**config.mk**
```make
export PLATFORM = sky130hd
export DESIGN_NAME = axil_bresp_queue
export DESIGN_NICKNAME = d
export VERILOG_FILES = /design/src/rtl/axil_bresp_queue.sv
export SDC_FILE = /design/constraint.sdc
export NUM_CORES = 1
export LEC_CHECK = 0
export ABC_CLOCK_PERIOD_IN_PS = 1850
export BUFFER_PORTS_ARGS = -buffer_cell sky130_fd_sc_hd__buf_2
export CORE_MARGIN = 2
export CORE_UTILIZATION = 42
export CTS_BUF_LIST = sky130_fd_sc_hd__clkbuf_4
export DETAILED_ROUTE_END_ITERATION = 16
export PLACE_DENSITY = 0.62
export REMOVE_ABC_BUFFERS = 1
export SLEW_MARGIN = 15
export SYNTH_ARGS = -nofsm -noshare
export SYNTH_HDL_FRONTEND = slang
export SYNTH_SLANG_ARGS = --single-unit
export TNS_END_PERCENT = 5
```
**constraint.sdc**
```tcl
create_clock -name clk -period 1.85 [get_ports clk]
set_input_delay 0.0925 -clock clk [delete_from_list [all_inputs] [get_ports clk]]
set_output_delay 0.0925 -clock clk [all_outputs]
set_load 0.01 [all_outputs]
```
**src/rtl/axil_bresp_queue.sv**
```systemverilog
// AXI4-Lite write-response queue: buffers DEPTH backend responses and replays them in order on B.
// Optional stall watchdog enabled by defining AXIL_BRESP_WDOG_EN.
module axil_bresp_queue #(
    parameter int unsigned DEPTH       = 4,
    parameter int unsigned RESP_WIDTH  = 2,
    parameter int unsigned WDOG_CYCLES = 256
) (
    input  logic                   clk,
    input  logic                   reset,
    input  logic                   WRESPREADY,
    input  logic [RESP_WIDTH-1:0]  WRESP,
    output logic                   WRESPACCEPT,
    output logic                   BVALID,
    output logic [RESP_WIDTH-1:0]  BRESP,
    input  logic                   BREADY,
    output logic                   BRESPREADY,
    output logic [$clog2(DEPTH):0] RESP_COUNT,
    output logic                   OVERFLOW,
    output logic                   WDOG_EXPIRED
);

    localparam int unsigned CNT_WIDTH = $clog2(DEPTH) + 1;
    localparam int unsigned PTR_WIDTH = $clog2(DEPTH);

    if (DEPTH < 2 || (DEPTH & (DEPTH - 1)) != 0) begin : g_bad_depth
        $error("axil_bresp_queue: DEPTH must be a power of 2 and >= 2");
    end
    if (WDOG_CYCLES < 2) begin : g_bad_wdog
        $error("axil_bresp_queue: WDOG_CYCLES must be >= 2");
    end

    typedef enum logic {IDLE, SEND} state_t;

    state_t                state, state_nxt;
    logic [RESP_WIDTH-1:0] mem [DEPTH];
    logic [PTR_WIDTH-1:0]  wr_ptr, wr_ptr_nxt;
    logic [PTR_WIDTH-1:0]  rd_ptr, rd_ptr_nxt;
    logic [CNT_WIDTH-1:0]  count, count_nxt;
    logic [RESP_WIDTH-1:0] bresp_nxt;
    logic [RESP_WIDTH-1:0] wresp_st;
    logic                  push, pop;

    assign RESP_COUNT = count;

    // Next-state, pointer/occupancy update and the head entry presented next cycle
    always_comb begin
        state_nxt  = state;
        wr_ptr_nxt = wr_ptr;
        rd_ptr_nxt = rd_ptr;
        count_nxt  = count;
        bresp_nxt  = '0;
        push       = WRESPREADY && WRESPACCEPT;
        pop        = BVALID && BREADY;
        // EXOKAY has no meaning on AXI4-Lite; report it as SLVERR
        wresp_st   = (WRESP == RESP_WIDTH'(1)) ? RESP_WIDTH'(2) : WRESP;

        if (push) wr_ptr_nxt = wr_ptr + PTR_WIDTH'(1);
        if (pop)  rd_ptr_nxt = rd_ptr + PTR_WIDTH'(1);

        case ({push, pop})
            2'b10:   count_nxt = count + CNT_WIDTH'(1);
            2'b01:   count_nxt = count - CNT_WIDTH'(1);
            default: count_nxt = count;
        endcase

        case (state)
            IDLE: if (push) state_nxt = SEND;
            SEND: if (pop && !push && count == CNT_WIDTH'(1)) state_nxt = IDLE;
            default: state_nxt = IDLE;
        endcase

        // The slot just written becomes the head only when the queue drains to it this edge
        if (count_nxt != '0) begin
            if (push && rd_ptr_nxt == wr_ptr) bresp_nxt = wresp_st;
            else                              bresp_nxt = mem[rd_ptr_nxt];
        end
    end

    always_ff @(posedge clk or posedge reset) begin
        if (reset) begin
            state       <= IDLE;
            wr_ptr      <= '0;
            rd_ptr      <= '0;
            count       <= '0;
            mem         <= '{default: '0};
            BVALID      <= 1'b0;
            BRESP       <= '0;
            BRESPREADY  <= 1'b0;
            WRESPACCEPT <= 1'b1;
            OVERFLOW    <= 1'b0;
        end else begin
            state       <= state_nxt;
            wr_ptr      <= wr_ptr_nxt;
            rd_ptr      <= rd_ptr_nxt;
            count       <= count_nxt;
            if (push) mem[wr_ptr] <= wresp_st;
            BVALID      <= (state_nxt == SEND);
            BRESP       <= bresp_nxt;
            BRESPREADY  <= pop;
            WRESPACCEPT <= (count_nxt != CNT_WIDTH'(DEPTH));
            if (WRESPREADY && !WRESPACCEPT) OVERFLOW <= 1'b1;
        end
    end

`ifdef AXIL_BRESP_WDOG_EN
    localparam int unsigned WDOG_W = $clog2(WDOG_CYCLES);

    logic [WDOG_W-1:0] stall_cnt;
    logic              wdog_expired;

    assign WDOG_EXPIRED = wdog_expired;

    // Counts consecutive cycles the master leaves a valid response unaccepted
    always_ff @(posedge clk or posedge reset) begin
        if (reset) begin
            stall_cnt    <= '0;
            wdog_expired <= 1'b0;
        end else begin
            if (!BVALID || pop)
                stall_cnt <= '0;
            else if (stall_cnt != WDOG_W'(WDOG_CYCLES - 1))
                stall_cnt <= stall_cnt + WDOG_W'(1);
            if (stall_cnt == WDOG_W'(WDOG_CYCLES - 1)) wdog_expired <= 1'b1;
        end
    end
`else
    assign WDOG_EXPIRED = 1'b0;
`endif

endmodule

```
## After elaboration in Yosys (flattened, before gate mapping)

Index checks and enable logic that the tools add are counted.

| word-level totals | value |
|---|---|
| register bits | 21 |
| logic and storage cells | 52 |

| cells by class | value |
|---|---|
| add/subtract/negate cells | 4 |
| $lt $le $gt $ge | 3 |
| equality and inequality tests | 6 |
| multiplexer cells | 14 |
| bitwise logic cells | 3 |
| reductions and logical operators | 10 |

Operators by type and width:

| operator | number |
|---|---|
| 2-bit 2-to-1 mux | 7 |
| 8-bit bitwise mux | 1 |
| 1-bit logical AND | 7 |
| 3-bit >= comparator, second input constant | 2 |
| 2-bit NOT with 3-bit output | 2 |
| 3-bit case mux with 2 select lines | 1 |
| 2-bit by 1-bit adder with 2-bit output, second input constant | 2 |
| 2-bit binary-select mux with 2-bit select | 1 |
| 2-bit demux with 2-bit select | 1 |
| 2-bit by 1-bit equality test with 1-bit output, second input constant | 2 |
| 3-bit by 1-bit adder with 3-bit output, second input constant | 1 |
| 3-bit by 1-bit equality test with 1-bit output, second input constant | 1 |
| 3-bit by 1-bit < comparator with 1-bit output, second input constant | 1 |
| 3-bit inequality test, second input constant | 1 |
| 3-bit nonzero test | 1 |
| 3-bit by 1-bit subtractor with 3-bit output, second input constant | 1 |
| 2-bit equality test | 1 |
| 2-bit equality test, second input constant | 1 |
| 1-bit logical NOT | 2 |
| 1-bit 2-to-1 mux | 2 |
| 1-bit case mux with 2 select lines | 1 |
| 1-bit NOT | 1 |

## Logic depth before layout (Yosys ltp)

| depth | value |
|---|---|
| depth after elaboration | 8 |
| depth in mapped cells | 9 |
| depth with buffers taken out | 8 |

## Worst setup path after synthesis

Ideal clock, no wire load.

| timing path | value |
|---|---|
| path type | register -> register |
| start | register WRESPACCEPT |
| end | register BRESP[0] |
| library setup time | 0.140 ns |
| arrival | 1.954 ns |
| required time | 1.710 ns |
| path slack | -0.244 ns |
| stages on the path, launching flop included | 9 |
| path buffers | 1 |
| clock period less this slack | 2.094 ns |
| path through | dfstp_2 > nand2_1 > ha_1 > buf_2 > nor2_1 > mux2_2 > a221o_1 > nor2_1 > a211oi_2 |

| on the way | value |
|---|---|
| cells in the longest elaborated chain, start to end | 5 |

Ends and longest elaborated chain:

| what | line | text |
|---|---|---|
| start, declared | 12 | `output logic WRESPACCEPT,` |
| start signal, assigned | 100 | `WRESPACCEPT <= (count_nxt != CNT_WIDTH'(DEPTH));` |
| 1-bit logical AND (*) | 52 | `push = WRESPREADY && WRESPACCEPT;` |
| 2-bit by 1-bit equality test with 1-bit output or 2-bit equality test (tied branches) | 60 | `case ({push, pop})` |
| 3-bit case mux with 2 select lines (*) | 60 |  |
| via count_nxt[2] | 38 | `logic [CNT_WIDTH-1:0] count, count_nxt;` |
| 3-bit nonzero test (*) | 73 | `if (count_nxt != '0) begin` |
| 2-bit 2-to-1 mux (*) | 73 |  |
| via bresp_nxt[0] | 39 | `logic [RESP_WIDTH-1:0] bresp_nxt;` |
| end signal, assigned | 98 | `BRESP <= bresp_nxt;` |
| end, declared | 14 | `output logic [RESP_WIDTH-1:0] BRESP,` |

The timed path passes the listed nets; every way through them passes the cells marked *.
A chain may end at the register's enable or synchronous reset.

## Worst setup path in the final report

| timing path | value |
|---|---|
| start | register WRESPACCEPT |
| end | register BRESP[1] |

The elaborated chain is that of the path after synthesis.

==> metrics.txt <==
startpoint of the most critical register-to-register path=WRESPACCEPT; worst setup slack after placement=-0.05151 ns; CP arrival=2.06 ns; final period demand of the worst path=1.864 ns; setup repair bufs after CTS=0; first-pass GRT wire length=4436 microns; Tightest Pin Transition=0.8208 ns; post-detailed-route DRC marker count=0; Area growth, synth to finish=20.85%; detailed-route wire length=2647 microns; later-pin clock latency in the skew report=0.32 ns; Post-Synthesis Mean Instance Area=9.889 sq um; clock tree sinks=21; final hold violation count=0; vias in the first global route=953; skew final=0.007302 ns; overall power after layout=2.566 mW; multi-input gate area in the final layout=690.7 sq um; total number of vias=979; Pre-Repair DR Iteration Count=4; peak fanout along the critical path=2; gp weighted congestion=0.8610; setup repair after global routing missed its margin=yes; Post-Syn Instances=125; count of input and output buffers=14; Overall Global Routing Usage=0.1749; worst supply voltage drop on vdd=1091 uV; boundary pin count=16; die footprint=3393 sq um; Wirelength per Cell=14.46 microns; clk buf depth=2; pwr/cell area=1717 nW/um^2; number of slew-limit violations in the final report=0; status=finished with violations; Post-DP Area=1405 sq um; max-cap violations=0; achievable frequency=0.5364 GHz; placement row count=19; gr ovfl total=0; startpoint kind of the worst setup timing path=flop; number of antenna violations at the first check in global routing=0; slack of the worst reg-to-reg path=-0.01 ns; detailed placer's ending HPWL=1843 microns; reg2reg path depth=7; end of the worst register-to-register path=BRESP[1]; FF+latch count, synth=21; Clock transition at path regs=0.13 ns; Tcrit/Tclk final=1.008; Post-synth top flop=sky130_fd_sc_hd__dfrtp_1; cell at the root of the clock tree=sky130_fd_sc_hd__clkbuf_4; FF+latch area=526.8 sq um; type of element capturing the critical path=flop; Die Ht=58.25 microns; portion of the post-synthesis area used by sequential elements=0.4261; headroom to the max-slew limit=0.4522; worst min-delay path endpoint=rd_ptr[1]; worst setup path startpoint=WRESPACCEPT; Leakage Power=0.6945 nW; Initial Util=0.4444; pin count of the biggest net entering global routing=22; cell depth of the worst hold path=3; hold_sp=BREADY; remaining antenna violation count after routing=0; Distinct cells, synth=39; cts bufs inserted=3; total standard cell area after synthesis=1236 sq um; utilization after layout=0.5371; EDFF count, synth=0; Layout Cell Area excl Fill=1494 sq um; Final Worst Setup Slack=-0.01443 ns; H-tree depth=1; Std-Cell Core Area=2781 sq um; CTS tree=done; number of nets in the layout=168; critical path start-end classification=flop to flop; number of warning messages in the yosys log=0; die extent in x=58.25 microns; number of setup violations in the final report=2; fillers=243; fraction of synthesis flops using an asynchronous set or reset pin=1.000; worst hold path type=input port to flop; proportion of layout cells with a drive suffix above 1=0.3289; Fin Hold WS=0.1271 ns; antenna diode count=0; post-DR vias/cell=5.350; critical path data required time=2.05 ns; initial drt markers=38; failing checks=negative setup slack
[per-layer routing]
layer | GRT usage | up-vias | share of wire
li1 | - | 482 | -
met1 | 0.2369 | 465 | 0.48
met2 | 0.2808 | 28 | 0.46
met3 | 0.04018 | 4 | 0.051
met4 | 0.04983 | 0 | 0.011
met5 | 0 | - | 0
[cells in the final DEF (no fill, tap or decap), drive strengths merged, types with 3 or more instances in the layout]
master / netlist / layout
a211oi: 3 / 3
a21oi: 5 / 5
buf: 4 / 25
clkbuf: 0 / 3
dfrtp: 20 / 20
ha: 9 / 9
inv: 6 / 6
nand2: 23 / 23
nand3: 4 / 4
nor2: 6 / 6
o21ai: 15 / 15
[critical path, stage by stage (launching register included)]
cell and delay (ns):
sky130_fd_sc_hd__dfstp_2 0.56, sky130_fd_sc_hd__nand2_2 0.07, sky130_fd_sc_hd__ha_4 0.26, sky130_fd_sc_hd__nor2_1 0.04, sky130_fd_sc_hd__mux2_4 0.26, sky130_fd_sc_hd__a221o_1 0.33
sky130_fd_sc_hd__nor2_2 0.17, sky130_fd_sc_hd__a211oi_2 0.05
[report_power, final]
group	internal (mW)	leakage, nW	switching [mW]
clock	0.0827	0.0139	0.158
combinational	0.683	0.426	0.806
sequential	0.673	0.255	0.162
[worst max path at each step]
stage | slack [ns] | endpoint
after detailed placement | -0.05 | BRESP[1]
after floorplan | -0.22 | BRESP[0]
after global placement | 0.00001 | BRESP[1]
after global routing | -0.08 | BRESP[1]
final | -0.01 | BRESP[1]
after CTS | -0.007 | BRESP[1]
[area by class of cell]
cell class                 count  share of cell area
clock buffer                   3             0.01508
clock inverter                 1            0.005025
inverter                       8             0.02345
multi-input combinational     92              0.4623
sequential                    21              0.3526
tap                           31             0.02596
timing repair buffer          27              0.1156
[flip-flops by register name (all words and copies together), names as in the netlist]
| signal | cells |
|---|---|
| mem | 8 |
| RESP_COUNT | 3 |
| BRESP | 2 |
| rd_ptr | 2 |
| wr_ptr | 2 |
| BRESPREADY | 1 |
| OVERFLOW | 1 |
| WRESPACCEPT | 1 |
| state | 1 |
[cell usage after synthesis (all sizes together) (3+ instances only)]
cell type / instances / area, sq um
a211oi: 3 / 37.54
inv: 6 / 22.52
o21ai: 15 / 78.83
nand3: 4 / 32.53
nand2: 23 / 93.84
nor2: 6 / 22.52
dfrtp: 20 / 500.5
a21oi: 5 / 32.53
ha: 9 / 112.6
buf: 4 / 22.52
[repair_timing]
item | in CTS | in global routing
resized for setup | 5 | 2
hold endpoints to repair | 21 | 0
pin swaps | 4 | 2
hold buffers | 2 | 0
setup endpoints to repair | 2 | 3
[logic make-up (layout without fill, tap and decap cells)]
kind of cell    Yosys count  in the layout  synth area share
flops                    21             21            0.4261
other cells               1              1          0.003034
xor+xnor                  3              3           0.02126
mux                       4              4           0.03441
buf+inv                  12             39           0.04655
compound gates           31             31            0.1893
fa+ha+maj                 9              9           0.09109
simple gates             44             44            0.1883
[stage by stage]
stage               std cells   TNS (ns)
detailed placement        177   -0.09426
finish                    183   -0.02359
CTS                       183  -0.006636
global placement          177          0
global route              183    -0.1418
floorplan                 121    -0.4419
(Power assumes the default switching activity.)
